===== src/rtl/comm_master_pkt.sv =====
// Queued multi-byte command transmitter: buffers BYTES-wide commands in a
// DEPTH-entry FIFO and serialises each one to UART_tx via trmt/tx_data/tx_done.
module comm_master_pkt #(
    parameter int unsigned BYTES     = 2,
    parameter int unsigned DEPTH     = 4,
    parameter bit          MSB_FIRST = 1'b1
) (
    input  logic                     clk,
    input  logic                     rst,
    input  logic [8*BYTES-1:0]       cmd,
    input  logic                     snd_cmd,
    output logic                     cmd_rdy,
    output logic                     trmt,
    output logic [7:0]               tx_data,
    input  logic                     tx_done,
    output logic                     busy,
    output logic                     cmd_cmplt,
    output logic [$clog2(DEPTH):0]   pending,
    output logic                     ovf
);

    localparam int unsigned AW = $clog2(DEPTH);
    localparam int unsigned CW = (BYTES > 1) ? $clog2(BYTES) : 1;
    localparam logic [CW-1:0] LAST_BYTE = CW'(BYTES - 1);
    localparam logic [AW:0]   FULL_CNT  = (AW + 1)'(DEPTH);

    typedef enum logic [1:0] {IDLE, SEND, WAIT} state_t;

    state_t state, state_nxt;

    logic [8*BYTES-1:0] mem [DEPTH];
    logic [AW-1:0]      wr_ptr, rd_ptr;
    logic [AW:0]        count;
    logic [8*BYTES-1:0] head, head_ord, cmd_reg, cmd_shift;
    logic [CW-1:0]      byte_cnt;
    logic               full, push, load, advance, finish;

    assign full    = (count == FULL_CNT);
    assign push    = snd_cmd && !full;
    assign cmd_rdy = !full;
    assign pending = count;
    assign head    = mem[rd_ptr];

    // cmd_reg holds the command pre-ordered so the next byte is always the
    // low byte; shifting on each advance replaces a byte_cnt-indexed mux.
    for (genvar g = 0; g < BYTES; g++) begin : g_ord
        assign head_ord[8*g +: 8] = MSB_FIRST ? head[8*(BYTES-1-g) +: 8]
                                              : head[8*g +: 8];
    end

    assign cmd_shift = cmd_reg >> 8;

    always_ff @(posedge clk) begin
        if (rst) state <= IDLE;
        else     state <= state_nxt;
    end

    always_comb begin
        state_nxt = state;
        load      = 1'b0;
        advance   = 1'b0;
        finish    = 1'b0;
        trmt      = 1'b0;
        busy      = 1'b1;
        unique case (state)
            IDLE: begin
                busy = 1'b0;
                if (count != '0) begin
                    load      = 1'b1;
                    state_nxt = SEND;
                end
            end
            SEND: begin
                trmt      = 1'b1;
                state_nxt = WAIT;
            end
            WAIT: begin
                if (tx_done) begin
                    if (byte_cnt == LAST_BYTE) begin
                        finish    = 1'b1;
                        state_nxt = IDLE;
                    end else begin
                        advance   = 1'b1;
                        state_nxt = SEND;
                    end
                end
            end
            default: state_nxt = IDLE;
        endcase
    end

    always_ff @(posedge clk) begin
        if (push) mem[wr_ptr] <= cmd;
    end

    always_ff @(posedge clk) begin
        if (rst) begin
            wr_ptr    <= '0;
            rd_ptr    <= '0;
            count     <= '0;
            ovf       <= 1'b0;
            cmd_reg   <= '0;
            byte_cnt  <= '0;
            tx_data   <= '0;
            cmd_cmplt <= 1'b0;
        end else begin
            if (push) wr_ptr <= wr_ptr + 1'b1;
            if (load) rd_ptr <= rd_ptr + 1'b1;
            if (push && !load)      count <= count + 1'b1;
            else if (!push && load) count <= count - 1'b1;
            if (snd_cmd && full) ovf <= 1'b1;
            cmd_cmplt <= finish;
            if (load) begin
                cmd_reg  <= head_ord;
                tx_data  <= head_ord[7:0];
                byte_cnt <= '0;
            end else if (advance) begin
                cmd_reg  <= cmd_shift;
                tx_data  <= cmd_shift[7:0];
                byte_cnt <= byte_cnt + 1'b1;
            end
        end
    end

endmodule

===== config.mk =====
export PLATFORM = sky130hd
export DESIGN_NAME = comm_master_pkt
export DESIGN_NICKNAME = d
export VERILOG_FILES = /design/src/rtl/comm_master_pkt.sv
export SDC_FILE = /design/constraint.sdc
export NUM_CORES = 1
export LEC_CHECK = 0
export BUFFER_PORTS_ARGS = -buffer_cell sky130_fd_sc_hd__buf_4
export CAP_MARGIN = 20
export CORE_MARGIN = 3
export CORE_UTILIZATION = 45
export DETAILED_ROUTE_END_ITERATION = 16
export PLACE_DENSITY = 0.69
export SYNTH_ARGS = -nofsm -noshare
export SYNTH_HDL_FRONTEND = slang
export SYNTH_SLANG_ARGS = --single-unit

===== constraint.sdc =====
create_clock -name clk -period 2.8 [get_ports clk]
set_input_delay 0.28 -clock clk [delete_from_list [all_inputs] [get_ports clk]]
set_output_delay 0.28 -clock clk [all_outputs]
set_load 0.005 [all_outputs]

==> metrics.yaml, run 1 <==
core_sq_um: 7770
drc_errors: 0
placed_area_sq_um: 3930
fin_skew_ns: 0.00826
power.internal_uw: 2630
cap_violations: 0
path_cells: "or3_4 -> nand2_1 -> ha_1 -> inv_1 -> fa_1 -> xor2_1 -> or3_1 -> a21oi_1"
synth-seq-area-share_pct: 69.4
dp_hpwl_mm: 3.77
largest_reg_flops: 64
swShare_pct: 28.4
ios: 36
post_cts_buffers: 0
drt-initial-drc-count: 78
die_x_um: 95.9
slew_headroom_pct: 43.2
clkSinkCount: 94
antenna_found_initial: 0
instances_no_fill: 350
async_flop_share_pct: 0
critical-path-slowest-cell: "or3_4"
io_buffers: 35
cts_buffer_depth: 2
wl_per_cell_um: 16.8
routed-via-count: 1812
cts.clk_slew.worst_paths_ns: 0.08
track_usage_pct: 14.3
worstReg2RegStart: "pending[0]"
first_pass_iters: 4
p_leak_uw: 0.00145
layout-drive-gt1-share_pct: 28.2
synth_edf_count: 64
p_total_uw: 3670
synth_cell_types: 35
p_seq_share_pct: 51.2
ys.flop_type: "edfxtp_1"
overflow: 0
numCtsBuffers: 9
die_h_um: 95.9
fin_crit_ns: 2.19
final_area_sq_um: 4100
placed_cells: 334
synthesis.nets: 237
yosysTopAreaCellShare_pct: 52.9
rsz0062_at_grt: "false"
slowest_delay_ns: 0.45
reg2reg_setup_slack_ns: 0.61
reg2reg_depth: 8
grt_pass1_wl_mm: 9.54
p_clk_share_pct: 20.7
yosys-top-cells-count: "64 x edfxtp_1, 30 x dfxtp_1, 16 x mux4_2"
powerDensity_nw_per_um2: 897
worstHoldStart: "cmd[6]"
synth_area_sq_um: 3640
htree_levels: 3
required_ns: 3.08
p_sw_uw: 1040
r2r_end: "pending[2]"
synth_seq_cells: 94
n_antenna_cell: 0
cts_tree: "yes"
whs_ns: 0.135
clock_latency_ns: 0.34
whs_path_depth: 1
via_per_inst: 5.18
nets: 269
cts_resized: 0
syn_inst: 211
synth_top_area_cell: "edfxtp_1"
finalCritPeriodShare_pct: 78.2
drv_slew: 0
worst_pin_slew_ns: 0.852
yosys-top-cells-area: "edfxtp_1 53%, dfxtp_1 17%, mux4_2 9.9%"
postCtsHoldBufs: 0
root_buffer: "clkbuf_8"
ant_nets: 0
drt-total-wl_mm: 5.86
arrival_ns: 2.47
finalHoldViolations: 0
cp_max_fo: 6
max-vdd-ir-drop_uv: 321
area_growth_pct: 12.6
combPwrFrac_pct: 28.0
synth_most_common_cell: "edfxtp_1"
cp-end-kind: "register"
status: "completed"
grt_max_degree: 17
hp-class: "input pin to register"
crit_type: "register to register"
report.final.setup_viol: 0
rows: 32
tns_ns: 0
startpoint_type: "register"
avgSynthCellArea_sq_um: 17.2
fmax_mhz: 457
grt_pass1_vias: 1886
min_to: "mem[2][6]"
yosys_warnings: 0
globalplace.congestion: 0.698
dieArea_sq_um: 9190
start_util_pct: 46.8
[cells in the final DEF, fill, tap and decap left out, drive strengths merged, types with 5 or more instances in the layout]
cell type	synthesis	routed
dfxtp	30	30
nor2	9	9
clkbuf	2	14
o2bb2ai	8	8
buf	14	37
inv	7	7
o21ai	5	5
ha	5	5
a21oi	8	8
mux2i	9	9
mux4	16	16
edfxtp	64	64
a22o	8	8
[stage by stage]
stage	util (%)	setup slack (ns)
after floorplan	-	0.717
after global placement	50.6	0.677
after detailed placement	50.6	0.619
after CTS	52.7	0.608
after global routing	52.7	0.445
final	52.7	0.611
[metal layers]
metal  share of wire [%]  vias to the layer above  GRT usage, %
met5                   0                        -             0
met4                 1.5                        0          5.69
met3                 3.4                        7          3.60
met2                  51                       28          23.3
met1                  44                      904          18.4
li1                    -                      873             -
[power by group through the flow]
stage          Combinational [uW]  Clock [uW]  Sequential [uW]
2_1_floorplan                 849           0             1850
3_3_place_gp                 1040           0             1910
3_5_place_dp                 1060           0             1920
4_1_cts                      1060         793             1890
5_1_grt                      1160         852             1910
6_report                     1030         762             1880
[worst max path at each step]
stage          startpoint          to  slack [ns]  cells after the start
2_1_floorplan  pending[0]  pending[2]        0.72                      8
3_3_place_gp   pending[0]  pending[2]        0.68                      8
3_5_place_dp   pending[0]  pending[2]        0.62                      8
4_1_cts        pending[0]  pending[2]        0.61                      8
5_1_grt        pending[0]  pending[2]        0.45                      8
6_report       pending[0]  pending[2]        0.61                      8
[cell families after synthesis]
kind of cell | synth area share (%)
compound gates | 6.68
xor+xnor | 0.482
fa+ha+maj | 2.27
buf+inv | 3.72
flops | 69.4
mux | 12.7
simple gates | 4.78
[layout make-up]
type | count | area (sq um)
inverters | 7 | 26.3
clock inverters | 2 | 10.0
well taps | 102 | 128
fillers | 656 | 3670
flip-flops and latches | 94 | 2520
multi-input cells | 94 | 978
clock buffers | 14 | 153
repair buffers | 37 | 278
[worst max-delay path, delay by kind of cell, from the launching register on]
family                   cells  cell delay [ns]
flip-flops                   1             0.38
buffers and inverters        1             0.06
adder cells (fa/ha/maj)      2             0.54
AND/OR/NAND/NOR              3             0.84
AO/OA/AOI/OAI                1             0.15
XOR/XNOR                     1             0.16
Power figures use the tool's default switching activity.
==> inputs of run 2 (changes only) <==
Clock period 2.8 ns to 2.2 ns, I/O delays scaled along.
==> metrics.yaml, run 2 (synthesis gave the netlist of run 1 again) <==
status: "completed"
hp-class: "input pin to register"
final_cell_mix: "64 x edfxtp_1, 46 x buf_4, 30 x dfxtp_1"
max-vdd-ir-drop_uv: 427  # +33%
largest_reg_flops: 64  # unchanged
wl_per_cell_um: 16.9  # +0.88%
fmax_mhz: 484  # +5.9%
drv_slew: 0  # unchanged
worst_pin_slew_ns: 1.02  # +0.163 ns
grt_pass1_vias: 1867  # -1.0%
root_buffer: "clkbuf_8"
cts.clk_slew.worst_paths_ns: 0.09  # about the same
slew_headroom_pct: 31.9  # -11 points
routed-via-count: 1862  # +2.8%
path_delay_family: "simple AND/OR/NAND/NOR gates"
dieArea_sq_um: 9190  # unchanged
endpoint: "pending[2]"
numCtsBuffers: 9  # unchanged
r2r_end: "pending[2]"
startpoint: "pending[1]"
io_buffers: 35  # unchanged
first_pass_iters: 4  # unchanged
antenna_found_initial: 0  # unchanged
p_total_uw: 4760  # +30%
placed_cells: 341  # +2.1%
layout_commonest_cell: "edfxtp_1"
finalHoldViolations: 0  # unchanged
grt_max_degree: 17  # unchanged
clock_latency_ns: 0.35  # about the same
overflow: 0  # unchanged
area_growth_pct: 14.7
reg2reg_depth: 8  # unchanged
cp_max_fo: 3  # -3
cts_buffer_depth: 2  # unchanged
p_leak_uw: 0.00149  # +3.0%
startpoint_type: "register"
htree_levels: 3  # unchanged
drt-initial-drc-count: 84  # +7.7%
slowest_delay_ns: 0.39  # -0.06 ns
layout-drive-gt1-share_pct: 32.4  # +4.2 points
ios: 36  # unchanged
wl_met3_um: 252  # +26%
die_x_um: 95.9  # unchanged
clkSinkCount: 94  # unchanged
multi_input_area_sq_um: 985  # +0.64%
nets: 278  # +3.3%
cap_violations: 0  # unchanged
start_util_pct: 46.8  # unchanged
arrival_ns: 2.35  # -0.12 ns
drt-total-wl_mm: 6.05  # +3.2%
critical-path-slowest-cell: "or3_4"
cp-end-kind: "register"
postCtsHoldBufs: 0  # unchanged
path_depth: 8  # unchanged
core_sq_um: 7770  # unchanged
powerDensity_nw_per_um2: 1140  # +27%
met2_wirelength_mm: 3.04  # +1.8%
wl_met1_mm: 2.68  # +3.2%
die_h_um: 95.9  # unchanged
fin_crit_ns: 2.07  # -0.123 ns
instances_no_fill: 358  # +2.3%
finalCritPeriodShare_pct: 93.9  # +16 points
via_per_inst: 5.20  # +0.46%
dr.max_layer_used: "met4"
fillers: 626  # -4.6%
seq_area_sq_um: 2520  # unchanged
rsz0062_at_grt: "false"
required_ns: 2.49  # -0.59 ns
track_usage_pct: 14.9  # +0.58 points
report.final.setup_viol: 0  # unchanged
path_buf_inv: 1  # unchanged
grt_pass1_wl_mm: 9.88  # +3.6%
globalplace.congestion: 0.732  # +4.8%
dp_hpwl_mm: 3.87  # +2.6%
n_antenna_cell: 0  # unchanged
cts_tree: "yes"
rows: 32  # unchanged
path_cells: "or3_4 -> nand2_1 -> ha_2 -> inv_1 -> fa_1 -> xor2_1 -> or3_1 -> a21oi_2"
tns_ns: 0  # unchanged
drc_errors: 0  # unchanged
reg2reg_setup_slack_ns: 0.13  # -0.48 ns
crit_type: "register to register"
ant_nets: 0  # unchanged
fin_skew_ns: 0.00730  # -0.000959 ns
worstReg2RegStart: "pending[1]"
## run 2: cell count changes in the layout (fill, tap and decap cells not counted), sizes merged
cell	before	now
buf	37	46
clkbuf	14	9
clkinv	2	4
clkinvlp	0	1
inv	7	8
## run 2: area by class of cell
cell class	instances	share of cell area [%]
multi-input combinational	94	23.6
inverter	7	0.630
clock buffer	9	2.97
clock inverter	6	0.930
timing repair buffer	46	8.28
tap	102	3.06
sequential	94	60.5
## run 2: report_power, final
group | total, uW | internal (uW) | leakage [uW] | switching (uW)
Combinational | 1470 | 776 | 0.000579 | 691
Clock | 966 | 402 | 0.0000829 | 563
Sequential | 2330 | 2190 | 0.000833 | 138
Total | 4760 | 3370 | 0.00149 | 1390
## run 2: repair_timing
| action | in CTS | in global routing |
|---|---|---|
| endpoints found under the setup margin | 0 | 1 |
| resized for setup | 0 | 2 |
| buffers inserted | 0 | 2 |
## run 2: worst reg2reg max path, delay by kind of cell (launching register included)
| kind | cells | cell delay (ns) |
|---|---|---|
| buffers and inverters | 1 | 0.05 |
| adder cells (fa/ha/maj) | 2 | 0.55 |
| XOR/XNOR | 1 | 0.15 |
| AO/OA/AOI/OAI | 1 | 0.14 |
| AND/OR/NAND/NOR | 3 | 0.80 |
| flip-flops | 1 | 0.32 |
## run 2: through the flow
step                hold slack [ns]  area [sq um]  worst slack, ns  util [%]
global route                 0.0457          4170           0.0267      53.7
detailed placement            0.426          3990            0.125      51.3
CTS                          0.0487          4150            0.101      53.4
global placement              0.422          3990            0.165      51.3
floorplan                     0.319          3640            0.117         -
finish                       0.0680          4170            0.134      53.7
## run 2: worst min-delay path by stage
| stage | start | to | slack, ns | cells after the start |
|---|---|---|---|---|
| after global routing | cmd[4] | mem[2][4] | 0.05 | 1 |
| final | cmd[5] | mem[3][5] | 0.07 | 1 |
| after CTS | cmd[4] | mem[2][4] | 0.05 | 1 |
| after detailed placement | cmd[4] | mem[1][4] | 0.43 | 1 |
| after floorplan | cmd[0] | mem[0][0] | 0.32 | 0 |
| after global placement | cmd[13] | mem[2][13] | 0.42 | 1 |
## run 2: routing by layer
metal	track usage (%)	up-vias
met3	3.67	7
met1	19.5	930
li1	-	892
met4	6.04	0
met2	23.7	33
met5	0	-
